==> src/rtl/vid_timing_pkg.sv <==
// Shared types and constants for the video timing generator and its
// downstream TMDS encoders.
package vid_timing_pkg;

    // Pixel as carried between the colour pipeline, the timing generator
    // and the encoders.
    typedef struct packed {
        logic [7:0] r;
        logic [7:0] g;
        logic [7:0] b;
    } rgb_pixel_t;

    // Default 640x480@60 timing
    localparam int DEF_H_ACTIVE = 640;
    localparam int DEF_H_FP     = 16;
    localparam int DEF_H_SYNC   = 96;
    localparam int DEF_H_BP     = 48;
    localparam int DEF_V_ACTIVE = 480;
    localparam int DEF_V_FP     = 10;
    localparam int DEF_V_SYNC   = 2;
    localparam int DEF_V_BP     = 33;
    localparam int DEF_CNT_W    = 12;

    // TMDS control-period symbols, indexed by {C1,C0}
    localparam logic [9:0] TMDS_CTRL_00 = 10'b1101010100;
    localparam logic [9:0] TMDS_CTRL_01 = 10'b0010101011;
    localparam logic [9:0] TMDS_CTRL_10 = 10'b0101010100;
    localparam logic [9:0] TMDS_CTRL_11 = 10'b1010101011;

    // Red and green encoders carry no sync information
    localparam logic [1:0] TMDS_RG_CTRL = 2'b00;

    // Blue encoder pairs C0 with hsync and C1 with vsync
    function automatic logic [1:0] tmds_blue_ctrl(input logic vsync, input logic hsync);
        return {vsync, hsync};
    endfunction

    // Control symbol the encoder emits during blanking for a given {C1,C0}
    function automatic logic [9:0] tmds_ctrl_code(input logic [1:0] c);
        logic [9:0] code;
        case (c)
            2'b00:   code = TMDS_CTRL_00;
            2'b01:   code = TMDS_CTRL_01;
            2'b10:   code = TMDS_CTRL_10;
            default: code = TMDS_CTRL_11;
        endcase
        return code;
    endfunction

endpackage

==> src/rtl/vid_timing_gen_if.sv <==
// Pixel request handshake from the colour pipeline plus the registered
// video bus towards the TMDS encoders.
interface vid_timing_gen_if #(
    parameter int CNT_W = 12
);
    import vid_timing_pkg::*;

    rgb_pixel_t         pix_in;
    logic               pix_valid;
    logic               pix_req;
    rgb_pixel_t         rgb_out;
    logic               data_enable;
    logic               hsync;
    logic               vsync;
    logic [CNT_W-1:0]   x_out;
    logic [CNT_W-1:0]   y_out;
    logic               frame_start;

    // Timing generator side
    modport master (
        input  pix_in, pix_valid,
        output pix_req, rgb_out, data_enable, hsync, vsync,
               x_out, y_out, frame_start
    );

    // Pixel source / video sink side
    modport slave (
        output pix_in, pix_valid,
        input  pix_req, rgb_out, data_enable, hsync, vsync,
               x_out, y_out, frame_start
    );

endinterface

==> src/rtl/vid_axis_counter.sv <==
// Modulo-TOTAL counter for one display axis; wrap flags the increment
// that returns the count to zero.
module vid_axis_counter #(
    parameter int TOTAL = 800,
    parameter int CNT_W = 12
) (
    input  logic             clk,
    input  logic             rst,
    input  logic             clr,
    input  logic             inc,
    output logic [CNT_W-1:0] cnt,
    output logic             wrap
);

    localparam logic [CNT_W-1:0] LAST = CNT_W'(TOTAL - 1);

    assign wrap = inc & (cnt == LAST);

    // Hold at zero while cleared, otherwise count and wrap at TOTAL-1
    always_ff @(posedge clk or posedge rst) begin
        if (rst)
            cnt <= '0;
        else if (clr)
            cnt <= '0;
        else if (inc)
            cnt <= wrap ? '0 : cnt + 1'b1;
    end

endmodule

==> src/rtl/vid_timing_gen.sv <==
// DVI/TMDS display timing generator. Walks a horizontal and a vertical
// counter, requests pixels from upstream during active video and registers
// pixel, qualifier, syncs and coordinates with one cycle of latency.
module vid_timing_gen
    import vid_timing_pkg::*;
#(
    parameter int H_ACTIVE    = DEF_H_ACTIVE,
    parameter int H_FP        = DEF_H_FP,
    parameter int H_SYNC      = DEF_H_SYNC,
    parameter int H_BP        = DEF_H_BP,
    parameter int V_ACTIVE    = DEF_V_ACTIVE,
    parameter int V_FP        = DEF_V_FP,
    parameter int V_SYNC      = DEF_V_SYNC,
    parameter int V_BP        = DEF_V_BP,
    parameter bit HS_ACT_HIGH = 1'b0,
    parameter bit VS_ACT_HIGH = 1'b0,
    parameter int CNT_W       = DEF_CNT_W
) (
    input  logic              clk,
    input  logic              rst,
    input  logic              run,
    input  logic              clr_underflow,
    output logic              underflow,
    vid_timing_gen_if.master  vid
);

    localparam int H_TOTAL = H_ACTIVE + H_FP + H_SYNC + H_BP;
    localparam int V_TOTAL = V_ACTIVE + V_FP + V_SYNC + V_BP;

    localparam logic [CNT_W-1:0] H_ACT_C  = CNT_W'(H_ACTIVE);
    localparam logic [CNT_W-1:0] HS_BEG_C = CNT_W'(H_ACTIVE + H_FP);
    localparam logic [CNT_W-1:0] HS_END_C = CNT_W'(H_ACTIVE + H_FP + H_SYNC);
    localparam logic [CNT_W-1:0] V_ACT_C  = CNT_W'(V_ACTIVE);
    localparam logic [CNT_W-1:0] VS_BEG_C = CNT_W'(V_ACTIVE + V_FP);
    localparam logic [CNT_W-1:0] VS_END_C = CNT_W'(V_ACTIVE + V_FP + V_SYNC);

    localparam logic HS_IDLE = ~HS_ACT_HIGH;
    localparam logic VS_IDLE = ~VS_ACT_HIGH;

    logic [CNT_W-1:0] h_cnt;
    logic [CNT_W-1:0] v_cnt;
    logic             h_wrap;
    logic             v_wrap;
    logic             run_n;
    logic             at_origin;
    logic             hs_act;
    logic             vs_act;
    logic             pix_req;

    assign run_n = ~run;

    // Horizontal counter free-runs while enabled
    vid_axis_counter #(
        .TOTAL (H_TOTAL),
        .CNT_W (CNT_W)
    ) u_h_cnt (
        .clk  (clk),
        .rst  (rst),
        .clr  (run_n),
        .inc  (run),
        .cnt  (h_cnt),
        .wrap (h_wrap)
    );

    // Vertical counter steps once per line
    vid_axis_counter #(
        .TOTAL (V_TOTAL),
        .CNT_W (CNT_W)
    ) u_v_cnt (
        .clk  (clk),
        .rst  (rst),
        .clr  (run_n),
        .inc  (h_wrap),
        .cnt  (v_cnt),
        .wrap (v_wrap)
    );

    // Tracks "counters sit at (0,0)": true while idle and right after the
    // last pixel of a frame, so frame_start needs no wide compare.
    always_ff @(posedge clk or posedge rst) begin
        if (rst)
            at_origin <= 1'b1;
        else if (!run)
            at_origin <= 1'b1;
        else
            at_origin <= v_wrap;
    end

    assign pix_req     = run & (h_cnt < H_ACT_C) & (v_cnt < V_ACT_C);
    assign vid.pix_req = pix_req;

    // Vsync spans whole lines, so it only looks at v_cnt
    assign hs_act = run & (h_cnt >= HS_BEG_C) & (h_cnt < HS_END_C);
    assign vs_act = run & (v_cnt >= VS_BEG_C) & (v_cnt < VS_END_C);

    // One-cycle output register stage feeding the encoders
    always_ff @(posedge clk or posedge rst) begin
        if (rst) begin
            vid.rgb_out     <= '0;
            vid.data_enable <= 1'b0;
            vid.hsync       <= HS_IDLE;
            vid.vsync       <= VS_IDLE;
            vid.x_out       <= '0;
            vid.y_out       <= '0;
            vid.frame_start <= 1'b0;
        end else begin
            vid.rgb_out     <= (pix_req & vid.pix_valid) ? vid.pix_in : '0;
            vid.data_enable <= pix_req;
            vid.hsync       <= hs_act ? HS_ACT_HIGH : HS_IDLE;
            vid.vsync       <= vs_act ? VS_ACT_HIGH : VS_IDLE;
            vid.x_out       <= pix_req ? h_cnt : '0;
            vid.y_out       <= pix_req ? v_cnt : '0;
            vid.frame_start <= run & at_origin;
        end
    end

    // Sticky underflow; a new miss beats a simultaneous clear
    always_ff @(posedge clk or posedge rst) begin
        if (rst)
            underflow <= 1'b0;
        else if (pix_req & ~vid.pix_valid)
            underflow <= 1'b1;
        else if (clr_underflow)
            underflow <= 1'b0;
    end

endmodule

==> src/flat_wrapper.sv <==
// flat-port wrapper written by rule: the top's interface ports become plain ports
module vid_timing_gen_flat import vid_timing_pkg::*;
#(
    parameter int H_ACTIVE    = DEF_H_ACTIVE,
    parameter int H_FP        = DEF_H_FP,
    parameter int H_SYNC      = DEF_H_SYNC,
    parameter int H_BP        = DEF_H_BP,
    parameter int V_ACTIVE    = DEF_V_ACTIVE,
    parameter int V_FP        = DEF_V_FP,
    parameter int V_SYNC      = DEF_V_SYNC,
    parameter int V_BP        = DEF_V_BP,
    parameter bit HS_ACT_HIGH = 1'b0,
    parameter bit VS_ACT_HIGH = 1'b0,
    parameter int CNT_W       = DEF_CNT_W
)
  (clk, rst, run, clr_underflow, underflow, vid_pix_in, vid_pix_valid, vid_pix_req, vid_rgb_out, vid_data_enable, vid_hsync, vid_vsync, vid_x_out, vid_y_out, vid_frame_start);
  vid_timing_gen_if #(.CNT_W(CNT_W)) vid_i ();
  input  logic clk;
  input  logic rst;
  input  logic run;
  input  logic clr_underflow;
  output logic underflow;
  input wire logic [$bits(vid_i.pix_in)-1:0] vid_pix_in;
  input wire logic [$bits(vid_i.pix_valid)-1:0] vid_pix_valid;
  output wire logic [$bits(vid_i.pix_req)-1:0] vid_pix_req;
  output wire logic [$bits(vid_i.rgb_out)-1:0] vid_rgb_out;
  output wire logic [$bits(vid_i.data_enable)-1:0] vid_data_enable;
  output wire logic [$bits(vid_i.hsync)-1:0] vid_hsync;
  output wire logic [$bits(vid_i.vsync)-1:0] vid_vsync;
  output wire logic [$bits(vid_i.x_out)-1:0] vid_x_out;
  output wire logic [$bits(vid_i.y_out)-1:0] vid_y_out;
  output wire logic [$bits(vid_i.frame_start)-1:0] vid_frame_start;
  assign vid_i.pix_in = vid_pix_in;
  assign vid_i.pix_valid = vid_pix_valid;
  assign vid_pix_req = vid_i.pix_req;
  assign vid_rgb_out = vid_i.rgb_out;
  assign vid_data_enable = vid_i.data_enable;
  assign vid_hsync = vid_i.hsync;
  assign vid_vsync = vid_i.vsync;
  assign vid_x_out = vid_i.x_out;
  assign vid_y_out = vid_i.y_out;
  assign vid_frame_start = vid_i.frame_start;
  vid_timing_gen #(.H_ACTIVE(H_ACTIVE), .H_FP(H_FP), .H_SYNC(H_SYNC), .H_BP(H_BP), .V_ACTIVE(V_ACTIVE), .V_FP(V_FP), .V_SYNC(V_SYNC), .V_BP(V_BP), .HS_ACT_HIGH(HS_ACT_HIGH), .VS_ACT_HIGH(VS_ACT_HIGH), .CNT_W(CNT_W)) u_core (.clk(clk), .rst(rst), .run(run), .clr_underflow(clr_underflow), .underflow(underflow), .vid(vid_i));
endmodule
==> config.mk <==
export PLATFORM = sky130hd
export DESIGN_NAME = vid_timing_gen_flat
export DESIGN_NICKNAME = d
export VERILOG_FILES = /design/src/rtl/vid_timing_pkg.sv /design/src/rtl/vid_timing_gen_if.sv /design/src/rtl/vid_axis_counter.sv /design/src/rtl/vid_timing_gen.sv /design/src/flat_wrapper.sv
export SDC_FILE = /design/constraint.sdc
export NUM_CORES = 1
export LEC_CHECK = 0
export CORE_MARGIN = 5
export CORE_UTILIZATION = 30
export CTS_BUF_LIST = sky130_fd_sc_hd__clkbuf_4 sky130_fd_sc_hd__clkbuf_8
export DETAILED_ROUTE_END_ITERATION = 6
export GPL_TIMING_DRIVEN = 0
export PLACE_DENSITY_LB_ADDON = 0.25
export SLEW_MARGIN = 20
export SYNTH_ARGS = -nofsm -noshare
export SYNTH_HDL_FRONTEND = slang
export SYNTH_SLANG_ARGS = --single-unit
export TNS_END_PERCENT = 100
==> constraint.sdc <==
create_clock -name clk -period 3.39 [get_ports clk]
set_input_delay 0.678 -clock clk [delete_from_list [all_inputs] [get_ports clk]]
set_output_delay 0.678 -clock clk [all_outputs]
set_load 0.005 [all_outputs]
### After elaboration in Yosys (flattened, before gate mapping)

Index checks and enable logic that the tools add are counted.

| cells by class | value |
|---|---|
| $add $sub $neg | 2 |
| magnitude comparators | 6 |
| equal/unequal tests | 3 |
| multiplexer cells | 13 |
| bitwise operators | 12 |
| reductions and logical operators | 1 |

Operator list:

| operator | number |
|---|---|
| two-way mux 12 bit | 7 |
| adder 12 x 1 -> 12 bit, second input constant | 2 |
| equality test 12 x 10 -> 1 bit, second input constant | 2 |
| less-than comparator 12 x 10 -> 1 bit, second input constant | 2 |
| less-than comparator 12 x 9 -> 1 bit, second input constant | 2 |
| two-way mux 24 bit | 1 |
| >= comparator 12 x 10 -> 1 bit, second input constant | 1 |
| >= comparator 12 x 9 -> 1 bit, second input constant | 1 |
| AND 1 bit | 11 |
| two-way mux 1 bit | 5 |
| inequality test 2 x 1 -> 1 bit, second input constant | 1 |
| nonzero test 2 bit | 1 |
| inverter 1 bit | 1 |

| word-level totals | value |
|---|---|
| register bits | 78 |
| output and inout bits | 54 |
| logic and storage cells | 50 |

### Longest topological paths before layout

| logic depth | value |
|---|---|
| word-level depth | 6 |
| mapped depth | 6 |

### Cells and area by module

Synthesis repeated with hierarchy kept, for this count alone.

| unflattened totals | value |
|---|---|
| cell total of the unflattened synthesis | 267 |
| area total of the unflattened synthesis | 3153.0 um^2 |

By module, submodules not included:

| module | times used | cells an instance | area each (um^2) | sequential area each (um^2) |
|---|---|---|---|---|
| vid_timing_gen | 1 | 124 | 1810.5 | 1355.0 |
| vid_axis_counter at u_core.u_v_cnt | 1 | 72 | 689.4 | 300.3 |
| vid_axis_counter at u_core.u_h_cnt | 1 | 71 | 653.1 | 300.3 |

### Worst setup path before layout

Ideal clock, no wire load.

| timing | value |
|---|---|
| path type | register -> output |
| from | register u_core.u_h_cnt.cnt[9] |
| to | output vid_pix_req |
| arrival time | 1339 ps |
| path slack | 1373 ps |
| cell stages (with the launch flop) | 6 |
| path through | dfrtp_1 and2_1 nor4_1 nand3_2 inv_2 buf_2 |

| between the ends | value |
|---|---|
| cells in the longest elaborated chain, start to end | 3 |

Ends and longest elaborated chain:

| element | line | text |
|---|---|---|
| start: declaration | vid_axis_counter.sv:11 | `output logic [CNT_W-1:0] cnt,` |
| start signal: assignment | vid_axis_counter.sv:26 | `cnt <= wrap ? '0 : cnt + 1'b1;` |
| less-than comparator 12 x 10 -> 1 bit | vid_timing_gen.sv:89 | `assign pix_req = run & (h_cnt < H_ACT_C) & (v_cnt < V_ACT_C);` |
| AND 1 bit (2 in series) | vid_timing_gen.sv:89 |  |
| end: declaration | flat_wrapper.sv:25 | `output wire logic [$bits(vid_i.pix_req)-1:0] vid_pix_req;` |

No other way between the ends.

### Worst setup path after layout

Same ends and word-level chain as after synthesis.

==> results by stage <==
Finish:
- The layout overhead on the synthesized area is 39.4%.
- For this run, the share of the core covered by cells in the final layout is 0.425.
- Of the cells placed in the final design, the portion with a size suffix greater than 1 is 0.115.
- Excluding fillers, the count of instances in the completed layout stands at 500.
- 0 antenna diodes ended up in the layout.
- The top cell types in the final layout, fill and taps aside, are 81 x clkdlybuf4s50_1, 75 x dfrtp_1, 27 x and3_1, 21 x nor2_1, 16 x and2_1.
- Counting the fill cells in the layout gives 992.
- Leaving out fill and tap cells, the most frequent cell in the layout is clkdlybuf4s50_1.
- For this run, the post-layout net count is 392.

CTS:
- The H-tree level count is 3.
- Hold repair after CTS inserted 0 buffers.
- After clock tree synthesis, the clock-pin slew on the worst setup and hold paths is 70 ps.
- The total CTS buffers is 9.
- The CTS tree is done.
- The number of sinks handled by clock tree synthesis is 78.
- The buffer cell driving the clock tree root is clkbuf_8.
- The longest clock path from root to sink contains 2 buffers.
- Clock latency on the worst-skew pair, taken at its later pin, is 340 ps.

Timing:
- The max-slew violation total from the final report was 0.
- Counting I/O delays and the setup requirement, the final critical path takes 3180 ps.
- The maximum clock skew at final layout is 9.98 ps.
- The headroom to the max-slew limit is 0.650.
- At the pin with the least slew margin, the transition time is 525 ps.
- The period utilization is 0.937.
- The number of setup violations in the final report is 0.
- Static timing analysis puts the maximum clock frequency at 315 MHz.
- The count of endpoints failing hold in the final timing report is 0.
- Setup repair after global routing left no endpoint under its margin.

Power:
- The register share of total power is 0.550.
- The static leakage is 1.92 nW.
- Of the total power, the share spent switching nets is 0.216.
- The worst ir drop on vdd is 0.000164 V.
- The overall power consumption is 1.75 mW.
- The switching power is 0.377 mW.
- The power density over the cells is 400 mW/mm².
- The internal portion of total power is 1.37 mW.
- The part of the total power dissipated in the clock network is 0.370.
- The share of total power dissipated in combinational logic is 0.080.

Setup path:
- The sort of element at the start of the critical path is a register.
- The maximum fanout along the worst path is 11.
- The worst register-to-register path has a setup slack of 1420 ps.
- For this run, the slowest stage of the critical path takes 530 ps.
- The data arrival time of the critical path is 2500 ps.
- STA puts the critical path data required time at 2710 ps.
- STA classifies the critical path endpoint as an output port.
- The family with the most delay on the worst path is buffers and inverters.
- Together, buffers and inverters on the worst path number 3.
- The start-to-end type of the worst setup path is reg -> out.
- The cell with the largest stage delay on the worst path is clkdlybuf4s50_1.
- The signal on the critical path passes through and2_1 -> nor4_1 -> nand3_2 -> inv_2 -> buf_2 -> clkdlybuf4s50_1.

Logic synthesis:
- The area share of the largest cell type after synthesis is 0.599.
- By area the synthesized netlist is led by dfrtp_1 60%, and3_1 5.4%, and2_1 3.2%, dfstp_2 2.5%, nor2_1 2.5%.
- A synthesized cell averages 12.1 µm².
- The total of flip-flops plus latches after synthesis is 78.
- After synthesis, the largest family of logic cells by area is simple AND/OR/NAND/NOR gates.
- The dominant cell type by area after synthesis is dfrtp_1.
- Of the total synthesized cell area, the portion taken by AND, OR, NAND and NOR gates is 0.226.
- The cell area after synthesis is 0.00313 mm².
- The area fraction in compound gates after synthesis is 0.0754.
- The cell count after synthesis came out at 259.
- The portion of netlist area occupied by mux cells is 0.
- For this run, the number of Yosys warnings is 0.
- Of the total synthesized cell area, the portion taken by full adders, half adders and majority gates is 0.0160.
- The XOR/XNOR share of the synthesized area is 0.0251.
- The portion of the post-synthesis area used by sequential elements is 0.624.
- The distinct cell type count of the synthesized netlist is 44.

Drt:
- Wires add up to 6.85 mm.
- The mean number of vias per cell is 4.50.
- Across all layers, the routed design uses 2249 vias.
- After detailed routing, the average wire length per cell comes to 13.7 µm.
- The count of unresolved DRC violations after routing is 0.
- The number of design-rule violations left by the first detailed-router iteration is 124.
- The first TritonRoute pass finished after 4 iterations.
- The detail route stage leaves a number of antenna-violating nets equal to 0.

Die:
- The horizontal die dimension is 112 µm.
- The area enclosed by the die boundary is 0.0126 mm².
- The core box area is 0.0103 mm².
- 83 I/O pins were placed.
- The die is 112 µm tall.
- The initial utilization of the core area, before any placement, comes to 0.305.
- In this run the core area contains 37 standard-cell rows.

Status:
- The run finished with clean final reports.

GRT:
- The first-pass GRT wire length is 11.5 mm.
- For this run, the total global-route usage over all layers was measured as 0.114.
- The number of antenna violations at the first check in global routing is 0.
- The number of global-route vias before repair is 2164.
- The largest net degree at the start of global routing is 58.
- The total congestion overflow after global routing is 0.

Placed design:
- At the end of routability-driven placement, the weighted congestion stood at 0.873.
- In this run the tool buffered the top-level ports with 82 buffer cells.
- The detailed-placement wirelength estimate is 4.88 mm.
- The number of cells in the design after placement is 482.

Flow run:
- Across the run, the number of max-cap violations was 0.

Hold path:
- The type of the most critical hold path is reg -> reg.
[what timing repair did]
action	in CTS	in global routing
gates resized for setup	1	0
pin swaps	0	1
setup endpoints to repair	1	1
buffers inserted	0	2
[metal layers]
metal	vias up	GRT usage	part of all wire
met5	-	0	0
li1	1103	-	-
met4	0	0.0553	0.022
met3	12	0.0275	0.061
met1	1065	0.156	0.47
met2	69	0.170	0.44
[layout make-up]
class                           instances  area, µm²  area share
Sequential cell                        78       1960       0.447
Clock buffer                           15        181      0.0415
Buffer                                 10       55.1      0.0126
Timing Repair Buffer                   85        862       0.197
Clock inverter                          1       5.00     0.00115
Multi-Input combinational cell        163       1090       0.250
Tap cell                              136        170      0.0389
Inverter                               12       47.5      0.0109
[state kept, by name, indices dropped and copies added, names as in the netlist]
signal	cells
u_core.u_h_cnt.cnt	12
u_core.vid.data_enable	1
u_core.at_origin	1
u_core.vid.y_out	12
u_core.u_v_cnt.cnt	12
u_core.vid.hsync	1
u_core.vid.rgb_out	24
u_core.vid.frame_start	1
u_core.underflow	1
u_core.vid.vsync	1
u_core.vid.x_out	12
[synth_stat cells, drive strengths merged]
| cell type | number |
|---|---|
| nand3 | 11 |
| dfstp | 3 |
| o2111ai | 1 |
| nor4bb | 1 |
| or3b | 1 |
| a21oi | 13 |
| nor2 | 21 |
| ha | 4 |
| a41oi | 1 |
| xnor2 | 7 |
| or4 | 5 |
| nor4 | 2 |
| dfrtp | 75 |
| and3 | 27 |
| conb | 1 |
| o31ai | 5 |
| o41ai | 3 |
| nor3 | 7 |
| nand2 | 4 |
| a21o | 1 |
| and2 | 16 |
| or3 | 5 |
| nand3b | 4 |
| o22ai | 1 |
| nand4 | 7 |
| xor2 | 2 |
| o21ai | 5 |
| inv | 12 |
| or4b | 1 |
| o211ai | 1 |
| buf | 7 |
| or2 | 1 |
| clkbuf | 3 |
| nor4b | 1 |
[power by group through the flow]
stage,logic [mW],clock network [mW],registers [mW]
5_1_grt,0.156,0.712,0.962
2_1_floorplan,0.0468,0,0.981
6_report,0.141,0.647,0.961
4_1_cts,0.143,0.665,0.961
3_5_place_dp,0.143,0,0.979
3_3_place_gp,0.137,0,0.978
[through the flow]
step / cell area (µm²) / setup slack [ps] / hold slack [ps] / TNS (ps)
final: 4370 / 214 / 512 / 0
after CTS: 4360 / 29.8 / 511 / 0
after global routing: 4370 / 9.56 / 529 / 0
after global placement: 4140 / -522 / 495 / -39130
after floorplan: 3150 / 722 / 470 / 0
after detailed placement: 4170 / -226 / 502 / -226
[cells by family after synthesis]
family	after synthesis
buffers and inverters	22
and+or+nand+nor	114
AOI/OAI and AO/OA	31
DFF	78
other	1
xor gates and xnor gates	9
adders and majority gates	4
[worst paths after layout]
check                           cells after the start             startpoint                     end
worst max register to register                      6  u_core.u_h_cnt.cnt[0]  u_core.u_v_cnt.cnt[11]
worst min-delay path                                1  u_core.u_h_cnt.cnt[0]   u_core.u_h_cnt.cnt[0]
min in group asynchronous                           2                    rst   u_core.u_h_cnt.cnt[7]
worst min register to register                      1  u_core.u_h_cnt.cnt[0]   u_core.u_h_cnt.cnt[0]
worst max-delay path                                6  u_core.u_h_cnt.cnt[9]             vid_pix_req
max in group asynchronous                           3                    rst        u_core.at_origin
Note: power is estimated with default switching activity, not from simulation.
